File: config.mk
export PLATFORM = sky130hd
export DESIGN_NAME = alu_mc
export DESIGN_NICKNAME = d
export VERILOG_FILES = /design/src/rtl/alu_mc.sv
export SDC_FILE = /design/constraint.sdc
export NUM_CORES = 1
export LEC_CHECK = 0
export ABC_CLOCK_PERIOD_IN_PS = 4800
export BUFFER_PORTS_ARGS = -buffer_cell sky130_fd_sc_hd__buf_2
export CORE_UTILIZATION = 38
export CTS_BUF_LIST = sky130_fd_sc_hd__clkbuf_4 sky130_fd_sc_hd__clkbuf_8
export DETAILED_ROUTE_END_ITERATION = 7
export RECOVER_POWER = 50
export SYNTH_ARGS = -nofsm -noshare
export SYNTH_HDL_FRONTEND = slang
export SYNTH_SLANG_ARGS = --single-unit
File: constraint.sdc
create_clock -name clk -period 4.8 [get_ports clk]
set_input_delay 0.24 -clock clk [delete_from_list [all_inputs] [get_ports clk]]
set_output_delay 0.24 -clock clk [all_outputs]
set_load 0.02 [all_outputs]
File: src/rtl/alu_mc.sv
`default_nettype none
// ============================================================================
//  Module   : alu_mc
//  Purpose  : Registered, multi-cycle ALU for the EX stage. The low half of
//             the 4-bit op space keeps the legacy 3-bit encodings; the upper
//             half adds XOR, shifts, and iterative unsigned MULU and DIVU.
//             Single-cycle ops return one result per cycle. MULU and DIVU
//             occupy the unit for WIDTH cycles, and in_ready stays low while
//             they run.
//  Revision : 1.0  initial release
// ----------------------------------------------------------------------------
//  Ports
//    clk        in   rising-edge clock
//    rst_n      in   asynchronous active-low reset
//    in_valid   in   operation request
//    in_ready   out  high when a request can be accepted (state IDLE)
//    op         in   4-bit operation code
//    x          in   operand A
//    y          in   operand B / shift amount / divisor
//    flush      in   abort in-flight op (or the op accepted this cycle)
//    out_valid  out  one-cycle pulse, result fields valid
//    result     out  main result (low product / quotient)
//    result_hi  out  high product / remainder, 0 for other ops
//    overflow   out  signed overflow, ADD/SUB only
//    zero       out  result == 0
//    div_zero   out  DIVU with y == 0
// ============================================================================
module alu_mc #(
    parameter int WIDTH = 32,
    parameter int SHW   = $clog2(WIDTH)
) (
    input  logic             clk,
    input  logic             rst_n,
    input  logic             in_valid,
    output logic             in_ready,
    input  logic [3:0]       op,
    input  logic [WIDTH-1:0] x,
    input  logic [WIDTH-1:0] y,
    input  logic             flush,
    output logic             out_valid,
    output logic [WIDTH-1:0] result,
    output logic [WIDTH-1:0] result_hi,
    output logic             overflow,
    output logic             zero,
    output logic             div_zero
);

    localparam int         c_CNT_W   = SHW + 1;
    localparam logic [3:0] c_OP_ADDU = 4'b0000;
    localparam logic [3:0] c_OP_ADD  = 4'b0001;
    localparam logic [3:0] c_OP_OR   = 4'b0010;
    localparam logic [3:0] c_OP_AND  = 4'b0011;
    localparam logic [3:0] c_OP_SUBU = 4'b0100;
    localparam logic [3:0] c_OP_SUB  = 4'b0101;
    localparam logic [3:0] c_OP_SLTU = 4'b0110;
    localparam logic [3:0] c_OP_SLT  = 4'b0111;
    localparam logic [3:0] c_OP_XOR  = 4'b1000;
    localparam logic [3:0] c_OP_SLL  = 4'b1001;
    localparam logic [3:0] c_OP_SRL  = 4'b1010;
    localparam logic [3:0] c_OP_SRA  = 4'b1011;
    localparam logic [3:0] c_OP_MULU = 4'b1100;
    localparam logic [3:0] c_OP_DIVU = 4'b1101;

    typedef enum logic [1:0] {
        S_IDLE = 2'd0,
        S_MUL  = 2'd1,
        S_DIV  = 2'd2
    } state_t;

    state_t               r_state;
    logic [c_CNT_W-1:0]   r_count;
    // Iteration datapath shared by MUL and DIV:
    //   MUL: r_hi = partial product high half, r_lo = multiplier shifting out
    //        and low product bits shifting in, r_opb = multiplicand
    //   DIV: r_hi = partial remainder, r_lo = dividend shifting out and
    //        quotient bits shifting in, r_opb = divisor
    logic [WIDTH-1:0]     r_hi;
    logic [WIDTH-1:0]     r_lo;
    logic [WIDTH-1:0]     r_opb;

    logic                 r_out_valid;
    logic [WIDTH-1:0]     r_result;
    logic [WIDTH-1:0]     r_result_hi;
    logic                 r_overflow;
    logic                 r_zero;
    logic                 r_div_zero;

    // ------------------------------------------------------------------
    // Single-cycle ALU
    // ------------------------------------------------------------------
    logic                 w_is_sub;
    logic [WIDTH-1:0]     w_opb;
    logic [WIDTH:0]       w_addsub;
    logic                 w_ovf;
    logic [SHW-1:0]       w_sh;
    logic [WIDTH-1:0]     w_alu_res;
    logic                 w_alu_ovf;

    always_comb begin
        // SUBU/SUB/SLTU/SLT all share the x + ~y + 1 path
        w_is_sub  = (op[3:2] == 2'b01);
        w_opb     = w_is_sub ? ~y : y;
        w_addsub  = {1'b0, x} + {1'b0, w_opb} + {{WIDTH{1'b0}}, w_is_sub};
        w_ovf     = (x[WIDTH-1] == w_opb[WIDTH-1]) &&
                    (w_addsub[WIDTH-1] != x[WIDTH-1]);
        w_sh      = y[SHW-1:0];
        w_alu_res = '0;
        w_alu_ovf = 1'b0;
        case (op)
            c_OP_ADDU, c_OP_SUBU: w_alu_res = w_addsub[WIDTH-1:0];
            c_OP_ADD,  c_OP_SUB: begin
                w_alu_res = w_addsub[WIDTH-1:0];
                w_alu_ovf = w_ovf;
            end
            c_OP_OR:   w_alu_res = x | y;
            c_OP_AND:  w_alu_res = x & y;
            // Carry out of x + ~y + 1 is the inverse of the borrow
            c_OP_SLTU: w_alu_res = {{(WIDTH-1){1'b0}}, ~w_addsub[WIDTH]};
            c_OP_SLT:  w_alu_res = {{(WIDTH-1){1'b0}}, w_addsub[WIDTH-1] ^ w_ovf};
            c_OP_XOR:  w_alu_res = x ^ y;
            c_OP_SLL:  w_alu_res = x << w_sh;
            c_OP_SRL:  w_alu_res = x >> w_sh;
            c_OP_SRA:  w_alu_res = $unsigned($signed(x) >>> w_sh);
            default:   w_alu_res = '0;
        endcase
    end

    // ------------------------------------------------------------------
    // One iteration step of MUL (radix-2 shift-add) or DIV (restoring)
    // ------------------------------------------------------------------
    logic [WIDTH:0]       w_mul_sum;
    logic [WIDTH:0]       w_div_sh;
    logic [WIDTH:0]       w_div_trial;
    logic [WIDTH-1:0]     w_step_hi;
    logic [WIDTH-1:0]     w_step_lo;

    always_comb begin
        w_mul_sum   = {1'b0, r_hi} + (r_lo[0] ? {1'b0, r_opb} : '0);
        w_div_sh    = {r_hi, r_lo[WIDTH-1]};
        w_div_trial = w_div_sh - {1'b0, r_opb};
        if (r_state == S_DIV) begin
            // A non-negative trial difference means the divisor fits
            if (!w_div_trial[WIDTH]) begin
                w_step_hi = w_div_trial[WIDTH-1:0];
                w_step_lo = {r_lo[WIDTH-2:0], 1'b1};
            end else begin
                w_step_hi = w_div_sh[WIDTH-1:0];
                w_step_lo = {r_lo[WIDTH-2:0], 1'b0};
            end
        end else begin
            // Shift the {carry, sum, multiplier} chain right by one
            w_step_hi = w_mul_sum[WIDTH:1];
            w_step_lo = {w_mul_sum[0], r_lo[WIDTH-1:1]};
        end
    end

    // ------------------------------------------------------------------
    // Control FSM and output registers
    // ------------------------------------------------------------------
    always_ff @(posedge clk or negedge rst_n) begin
        if (!rst_n) begin
            r_state     <= S_IDLE;
            r_count     <= '0;
            r_hi        <= '0;
            r_lo        <= '0;
            r_opb       <= '0;
            r_out_valid <= 1'b0;
            r_result    <= '0;
            r_result_hi <= '0;
            r_overflow  <= 1'b0;
            r_zero      <= 1'b1;
            r_div_zero  <= 1'b0;
        end else begin
            r_out_valid <= 1'b0;
            case (r_state)
                S_IDLE: begin
                    if (in_valid && !flush) begin
                        if (op == c_OP_MULU) begin
                            r_hi    <= '0;
                            r_lo    <= y;
                            r_opb   <= x;
                            r_count <= c_CNT_W'(WIDTH);
                            r_state <= S_MUL;
                        end else if (op == c_OP_DIVU && y != '0) begin
                            r_hi    <= '0;
                            r_lo    <= x;
                            r_opb   <= y;
                            r_count <= c_CNT_W'(WIDTH);
                            r_state <= S_DIV;
                        end else if (op == c_OP_DIVU) begin
                            r_out_valid <= 1'b1;
                            r_result    <= '1;
                            r_result_hi <= x;
                            r_overflow  <= 1'b0;
                            r_zero      <= 1'b0;
                            r_div_zero  <= 1'b1;
                        end else begin
                            r_out_valid <= 1'b1;
                            r_result    <= w_alu_res;
                            r_result_hi <= '0;
                            r_overflow  <= w_alu_ovf;
                            r_zero      <= (w_alu_res == '0);
                            r_div_zero  <= 1'b0;
                        end
                    end
                end
                S_MUL, S_DIV: begin
                    if (flush) begin
                        // Abandon the iteration; output registers keep their value
                        r_state <= S_IDLE;
                        r_count <= '0;
                    end else begin
                        r_hi    <= w_step_hi;
                        r_lo    <= w_step_lo;
                        r_count <= r_count - c_CNT_W'(1);
                        // Last step: its result goes straight to the outputs
                        if (r_count == c_CNT_W'(1)) begin
                            r_state     <= S_IDLE;
                            r_out_valid <= 1'b1;
                            r_result    <= w_step_lo;
                            r_result_hi <= w_step_hi;
                            r_overflow  <= 1'b0;
                            r_zero      <= (w_step_lo == '0);
                            r_div_zero  <= 1'b0;
                        end
                    end
                end
                default: begin
                    r_state <= S_IDLE;
                    r_count <= '0;
                end
            endcase
        end
    end

    assign in_ready  = (r_state == S_IDLE);
    assign out_valid = r_out_valid;
    assign result    = r_result;
    assign result_hi = r_result_hi;
    assign overflow  = r_overflow;
    assign zero      = r_zero;
    assign div_zero  = r_div_zero;

endmodule
`default_nettype wire

==> results of run 1 <==
-- repair_timing --
| item | 4_1_cts | 5_1_grt |
|---|---|---|
| endpoints found under the setup margin | 0 | 0 |
| hold buffers | 2 | 0 |
| hold endpoints to repair | 92 | 0 |
| setup buffers | 0 | 0 |
-- path summary, 6_finish.rpt --
kind	from	endpoint	slack (ps)	cells after the start
worst max-delay path	r_lo[0]$_DFFE_PN0P_	r_hi[30]$_DFFE_PN0P_	590	14
worst min-delay path	in_valid	out_valid$_DFF_PN0_	100	3
worst max register to register	r_lo[0]$_DFFE_PN0P_	r_hi[30]$_DFFE_PN0P_	590	14
worst min register to register	result[4]$_DFFE_PN0P_	result[4]$_DFFE_PN0P_	480	2
max in group asynchronous	rst_n	result_hi[2]$_DFFE_PN0P_	1730	3
min in group asynchronous	rst_n	r_opb[8]$_DFFE_PN0P_	940	2
-- cell usage in the layout (no fill, tap or decap), types with 19 or more instances in the layout --
| cell type | netlist | routed |
|---|---|---|
| and2_1 | 43 | 42 |
| nand3_1 | 53 | 53 |
| inv_1 | 122 | 122 |
| buf_2 | 10 | 69 |
| clkbuf_1 | 155 | 68 |
| a31oi_1 | 33 | 33 |
| a211oi_1 | 39 | 39 |
| xor2_1 | 21 | 21 |
| and3_1 | 20 | 20 |
| buf_4 | 2 | 96 |
| a21oi_1 | 261 | 261 |
| nor2b_1 | 19 | 19 |
| mux2_2 | 19 | 19 |
| nand2_1 | 300 | 298 |
| ha_1 | 165 | 163 |
| a22oi_1 | 20 | 20 |
| xnor2_1 | 73 | 73 |
| o21ai_0 | 236 | 236 |
| mux4_2 | 55 | 55 |
| o21a_1 | 20 | 20 |
| o211ai_1 | 32 | 32 |
| mux2i_1 | 128 | 128 |
| nor3_1 | 21 | 21 |
| a21o_1 | 43 | 43 |
| dfrtp_1 | 171 | 171 |
| nor2_1 | 224 | 221 |
-- layer usage --
layer,vias up,global-route usage [%]
met1,10500,47.7
met2,1356,52.5
met5,-,0
met3,267,7.04
met4,0,20.2
li1,9595,-
-- synthesized netlist by cell type (7+ instances only) --
cell type,number
o21a_1,20
nor3_1,21
a211o_1,11
and3_1,20
inv_1,122
xnor2_1,73
o211ai_1,32
o21ai_0,236
o221ai_1,8
a311oi_1,9
nor2_1,224
ha_1,165
a21o_1,43
a221oi_1,19
a22oi_1,20
nand2_1,300
nand3_1,53
nand3b_1,7
nor4_1,18
clkbuf_1,155
o21bai_1,12
a211oi_1,39
a21oi_1,261
mux4_2,55
o2111ai_1,10
o31ai_1,14
xor2_1,21
dfrtp_1,171
mux2_2,19
o22ai_1,14
mux2i_1,128
buf_2,10
nand2b_1,18
a31oi_1,33
nor2b_1,19
nand4_1,18
and2_1,43
buf_1,23
-- worst min-delay path: stages --
cell	delay (ps)
buf_2	90
a32oi_1	80
nor3_1	130
-- power breakdown --
part / switching (W) / total [W] / internal, W / leakage [nW]
combinational: 0.00441 / 0.00689 / 0.00248 / 7.49
clock: 0.000647 / 0.00105 / 0.000402 / 0.190
sequential: 0.000637 / 0.00272 / 0.00208 / 2.16
-- cell type report --
class	instances	area [um2]	area share, %
diodes	6	15.0	0.0676
well taps	680	851	3.83
inverters	124	465	2.10
clock buffers	19	255	1.15
clock inverters	13	121	0.547
repair buffers	245	1500	6.74
multi-input cells	2097	14700	66.2
flip-flops and latches	172	4310	19.4
-- sequential cells by signal (all words and copies together) (netlist names), 2 cells and up --
signal,flops
r_hi,32
r_lo,32
r_opb,32
result,32
result_hi,32
r_count,6
r_state,2
-- kinds of logic (layout without fill, tap and decap cells) --
family | count (synthesis) | in the layout
compound gates | 850 | 850
xor+xnor | 94 | 94
fa+ha+maj | 168 | 168
buf+inv | 318 | 401
flops | 172 | 172
mux | 204 | 204
other cells | 0 | 6
simple gates | 781 | 781
-- stage by stage --
| step | hold WS (ps) | cells | util [%] | setup slack (ps) |
|---|---|---|---|---|
| 2_1_floorplan | -55.6 | 2587 | - | 22.3 |
| 3_3_place_gp | 348 | 3316 | 42.3 | -45.5 |
| 3_5_place_dp | 352 | 3316 | 42.3 | 283 |
| 4_1_cts | 68.7 | 3350 | 43.0 | 640 |
| 5_1_grt | 98.9 | 3352 | 42.8 | 184 |
| 6_report | 97.0 | 3356 | 42.9 | 585 |
==> results by group, run 1 <==
Run status
  • Status: complete, but fails checks
  • Failing checks: capacitance limit, slew limit

Synth
  • Synth cell types: 89
  • #FFs+latches synth: 172
  • Post-synth top area share: about a fifth
  • Yosys warning total: 0
  • Area share of fa/ha/maj cells after synthesis: 10.6%
  • Avg Inst Size Synth: 7.78 um2
  • Synth Area in Simple Gates: 17.8%
  • Post-synth top area cell: dfrtp_1
  • Xor/xnor share of the synthesized area: between 4 and 5%
  • Syn Inst Count: between 2k and 3k
  • Post-Synthesis Net Count: 2827
  • EDFF count, synth: 0
  • Asr flop ratio synth: 100%
  • Seq/Total Area, Yosys: approximately a fifth
  • Post-synthesis mux area share: 13.8%
  • Largest family of logic cells by synthesized area: compound AO/OA/AOI/OAI gates
  • Compound-Gate Fraction of Synth Area: between 20% and 30%
  • Ys flop type: dfrtp_1
  • Post-Syn Area: 0.0201 mm2
  • Largest cells by area after synthesis: dfrtp_1 (21%), ha_1 (10%), a21oi_1 (6.5%)

Clock network
  • Clock slew at reported path FFs: roughly 110 ps
  • Cts bufs inserted: 17
  • CTS tree: built
  • H-tree Lvls: 4
  • Post-cts resize count: 0
  • CTS root buf: clkbuf_8
  • Clock sinks: approximately 170
  • Clock Latency Late Sink: 510 ps
  • CTS max path bufs: 2

Floorplan
  • Die width: 232 um
  • Core ar.: approximately 0.052 mm2
  • Die Y-Extent: roughly 230 um
  • DIE AREA: approximately 0.054 mm2
  • Cell row count: 83
  • Starting Density: 38.8%
  • IO Count: 141

Global routing
  • Vias in the first global route: 20.6k
  • Total Routing Usage GR: a little over a third
  • Pin count of the biggest net entering global routing: 95
  • First-pass GRT wire length: 140 mm
  • Initial antenna violation count: 6
  • Grt ovf: 0

Timing
  • Final setup viols: 0
  • Worst Skew: 22.7 ps
  • Final period util: 87.8%
  • Worst Tran Pin Value: 2470 ps
  • Final Hold Vio Count: 0
  • RSZ-0062 raised after global routing: false
  • Maximum operating frequency: 0.237 GHz
  • Setup TNS: 0 ps
  • Final Critical Period: approximately 4200 ps
  • Slew headroom: -64.4%
  • Max-slew violation count: 95

Detailed routing
  • Post-route DRC: 0
  • M1 wire length: 39.5 mm
  • Wirelength per Cell: 28.7 um
  • Uppermost layer routed: met4
  • Met3 wire len: 9.79 mm
  • Met2 wire length: 40.7 mm
  • Routed Antenna Nets: 0
  • Via count: around 22k
  • Number of DRC markers in iteration 0: between 2k and 3k
  • Post-DR vias/cell: between 6 and 7
  • Routed WL: 96.2 mm
  • Router iterations before antenna repair: 6

Finish
  • Layout area overhead: 10.3%
  • Fin nets: approximately 2.9k
  • Final instance area: 0.0222 mm2
  • Layout cell share with drive strength beyond 1: 11.8%
  • Fillers: 5349

Place
  • Final Wtd Congestion: ~1.1
  • IO buf count: 140
  • DP Area: 0.0219 mm2
  • Dpl hpwl: 73.2 mm

Critical path
  • Worst Path Arrival: roughly 4600 ps
  • CP startpoint kind: flop
  • WP buf/inv: 1
  • CP delay by family, top: compound AO/OA/AOI/OAI gates
  • Worst path slowest cell: dfrtp_1
  • CP Capture Type: flop
  • CP peak stage delay: 410 ps
  • Worst-path maximum fanout: 33
  • CP most frequent cell: o31ai_1
  • Worst-path cell chain: buf_4 -> and2_1 -> ha_1 -> and4_1 -> o211a_1 -> o2111ai_1 -> a41oi_1 -> o31ai_1 -> o31ai_1 -> nor2_1 -> o31ai_1 -> nor3_1 -> a221oi_1 -> o21ai_0
  • Crit path required time: 5180 ps
  • Crit path kind: reg -> reg

Pwr
  • Total power: 0.0107 W
  • IR drop worst, VDD: 0.324 mV
  • Leakage power: approximately 9.8 nW
  • Pwr Density: 480 mW/mm2

Min path
  • Hold Crit Class: in -> reg

Job
  • # Max-Cap Violations: 1
(Power assumes the default switching activity.)
==> run 2: changes to the inputs <==
Settings changed: ABC_CLOCK_PERIOD_IN_PS 4800 to 4030, CORE_ASPECT_RATIO set to 1.4, CTS_BUF_LIST sky130_fd_sc_hd__clkbuf_4 sky130_fd_sc_hd__clkbuf_8 to not set.
Clock period 4.8 ns to 4.03 ns, I/O delays scaled along.
==> run 2 against run 1 <==
Compared with the run above:
- the run still ends with capacitance limit, slew limit left
- largest power group unchanged
- utilization up 4.4 points
- worst setup slack worse by 480 ps
- clock power up 62%
- critical path depth up 1
- die area about the same
- final cell count up 8.8%
- first-iteration DRC count down 32%
- sequential share of layout area down 2.0 points
- non-clock buffer count up 271
- flip-flop and latch count unchanged
- combinational power up 26%
- worst hold slack worse by 29 ps
==> results by group, run 2 (same netlist as run 1, synthesis figures left out) <==
Timing
  • Slew headroom: -68.3% (was -64.4%)
  • Final Critical Period: 3930 ps
  • Final Hold Vio Count: 0 (unchanged)
  • Setup ws final: 100 ps (was 585 ps)
  • Final period util: between 90 and 100%
  • Final setup viols: 0 (unchanged)
  • Worst Skew: 14.3 ps (was 22.7 ps)
  • Maximum operating frequency: 0.254 GHz
  • WHS: 68.4 ps (was 97.0 ps)
  • Max-slew violation count: 99 (was 95)
  • Worst Tran Pin Value: 2520 ps (was 2470 ps)

Detailed routing
  • Wirelength per Cell: 26.7 um (was 28.7 um)
  • Routed WL: 97.5 mm (was 96.2 mm)
  • Router iterations before antenna repair: 6 (unchanged)
  • Number of DRC markers in iteration 0: 2000 (was 2949)
  • Via count: 22.4k (was 21.8k)
  • Post-DR vias/cell: 6.12 (was 6.48)
  • Routed Antenna Nets: 0 (unchanged)
  • Post-route DRC: 0 (unchanged)

Finish
  • Layout cell share with drive strength beyond 1: 20.2% (was 11.8%)
  • Layout area overhead: 22.7% (was 10.3%)
  • Most common cell after layout, fill and taps aside: buf_4 (was nand2_1)
  • Final instance area: 0.0247 mm2 (was 0.0222 mm2)
  • Fillers: 5375 (was 5349)
  • Non-Filler Instances: 3652 (was 3356)
  • Commonest cells after routing, fill and taps aside: buf_4 (354), nand2_1 (298), a21oi_1 (259) (was nand2_1 (298), a21oi_1 (261), o21ai_0 (236))
  • Fin nets: 3168 (was 2897)

Global routing
  • Vias in the first global route: 22.0k (was 20.6k)
  • Total Routing Usage GR: 36.2% (was 35.4%)
  • Initial antenna violation count: 4 (was 6)
  • Grt ovf: 0 (unchanged)
  • Pin count of the biggest net entering global routing: 99 (was 95)
  • First-pass GRT wire length: 143 mm (was 140 mm)

Min path
  • Hold Crit Depth: 3 (unchanged)
  • Hold Crit Class: in -> reg (unchanged)

Clock network
  • CTS tree: built (unchanged)
  • Cts bufs inserted: 17 (unchanged)
  • CTS root buf: clkbuf_16 (was clkbuf_8)
  • Clock slew at reported path FFs: 80 ps (was 110 ps)
  • Clock sinks: 172 (unchanged)
  • Clock Latency Late Sink: 490 ps (was 510 ps)
  • Setup bufs post-CTS: 0 (unchanged)
  • CTS max path bufs: 2 (unchanged)
  • H-tree Lvls: 4 (unchanged)

Floorplan
  • Die Y-Extent: 274 um (was 232 um)
  • Starting Density: 38.5% (was 38.8%)
  • Core ar.: 0.0523 mm2 (was 0.0518 mm2)
  • IO Count: 141 (unchanged)
  • Die width: 197 um (was 232 um)
  • DIE AREA: 0.0539 mm2 (about the same)
  • Cell row count: 99 (was 83)

Pwr
  • Switching share of power: 50.3% (was 53.4%)
  • Clock power frac: 12.5% (was 9.8%)
  • Total power: 0.0136 W (was 0.0107 W)
  • Pint: 0.00676 W (was 0.00497 W)
  • Comb power frac: 63.9% (was 64.7%)
  • Sw Pwr: 0.00685 W (was 0.00569 W)
  • IR drop worst, VDD: 0.335 mV (was 0.324 mV)
  • Sequential power share: 23.6% (was 25.5%)
  • Pwr Density: 551 mW/mm2 (was 480 mW/mm2)
  • Leakage power: 11.3 nW (was 9.84 nW)

Job
  • # Max-Cap Violations: 1 (unchanged)

Place
  • Cells after DPL: 3614 (was 3316)
  • IO buf count: 140 (unchanged)
  • Dpl hpwl: 78.0 mm (was 73.2 mm)
  • Final Wtd Congestion: 1.05 (was 1.07)
  • Post-place setup slack: -268 ps (was 283 ps)
  • DP Area: 0.0242 mm2 (was 0.0219 mm2)

Critical path
  • Flop2flop setup slack: 170 ps (was 590 ps)
  • CP Capture Type: flop (unchanged)
  • Crit path kind: in -> reg (was reg -> reg)
  • CP startpoint kind: input port (was flop)
  • Worst-path maximum fanout: 12 (was 33)
  • Crit path required time: 4460 ps (was 5180 ps)
  • Worst R2R Path Depth: 17 (was 14)
  • Worst Path Arrival: 4360 ps (was 4590 ps)

Run status
  • Status: complete, but fails checks (unchanged)
  • Failing checks: capacitance limit, slew limit (unchanged)
## run 2: path summary, 6_finish.rpt
path	from	to
hold / removal	x[2]	result_hi[2]$_DFFE_PN0P_
min in group asynchronous	rst_n	r_hi[31]$_DFFE_PN0P_
max in group asynchronous	rst_n	r_lo[6]$_DFFE_PN0P_
hold reg to reg	result[17]$_DFFE_PN0P_	result[17]$_DFFE_PN0P_
setup reg to reg	r_lo[31]$_DFFE_PN0P_	result_hi[31]$_DFFE_PN0P_
setup / recovery	y[0]	zero$_DFFE_PN1P_
## run 2: repair_timing
action                                 in CTS  in global routing
pin swaps                                   1                  5
endpoints found under the hold margin      98                  0
hold buffers                                2                  0
setup endpoints to repair                  26                 43
gates resized for setup                     1                 11
## run 2: layout make-up
class	count	area, um2	share of cell area, %
inverters	124	465	1.88
clock buffers	19	433	1.75
well taps	707	885	3.58
diodes	4	10.0	0.0405
repair buffers	516	3710	15.0
multi-input cells	2097	14800	59.7
flip-flops and latches	172	4310	17.4
clock inverters	13	151	0.613
## run 2: power by group through the flow
stage / Clock [W] / Combinational [W] / Sequential [W]
2_1_floorplan: 0 / 0.00528 / 0.00336
3_3_place_gp: 0 / 0.00849 / 0.00317
3_5_place_dp: 0 / 0.00862 / 0.00321
4_1_cts: 0.00174 / 0.00867 / 0.00318
5_1_grt: 0.00179 / 0.00948 / 0.00330
6_report: 0.00170 / 0.00870 / 0.00321
## run 2: routing by layer
metal,GRT usage [%],vias to the layer above,wire [um]
li1,-,10100,-
met1,41.7,10900,37300
met2,60.5,1030,46100
met3,5.34,296,5910
met4,28.2,0,8290
met5,0,-,0
## run 2: worst max-delay path: stages
cell and delay, ps:
buf_4 180, buf_12 170, mux4_2 540, buf_4 170, mux2i_1 240, nand2_1 100, a311oi_1 350, a21oi_1 180
a211oi_1 840, nand3_1 140, nor4_1 300, buf_4 190, nand4_1 100, or4_1 490, o21ai_1 150
## run 2: stage by stage
stage	TNS, ps	util (%)
2_1_floorplan	0	-
3_3_place_gp	-295	46.2
3_5_place_dp	-491	46.2
4_1_cts	0	47.4
5_1_grt	-13.6	47.3
6_report	0	47.3
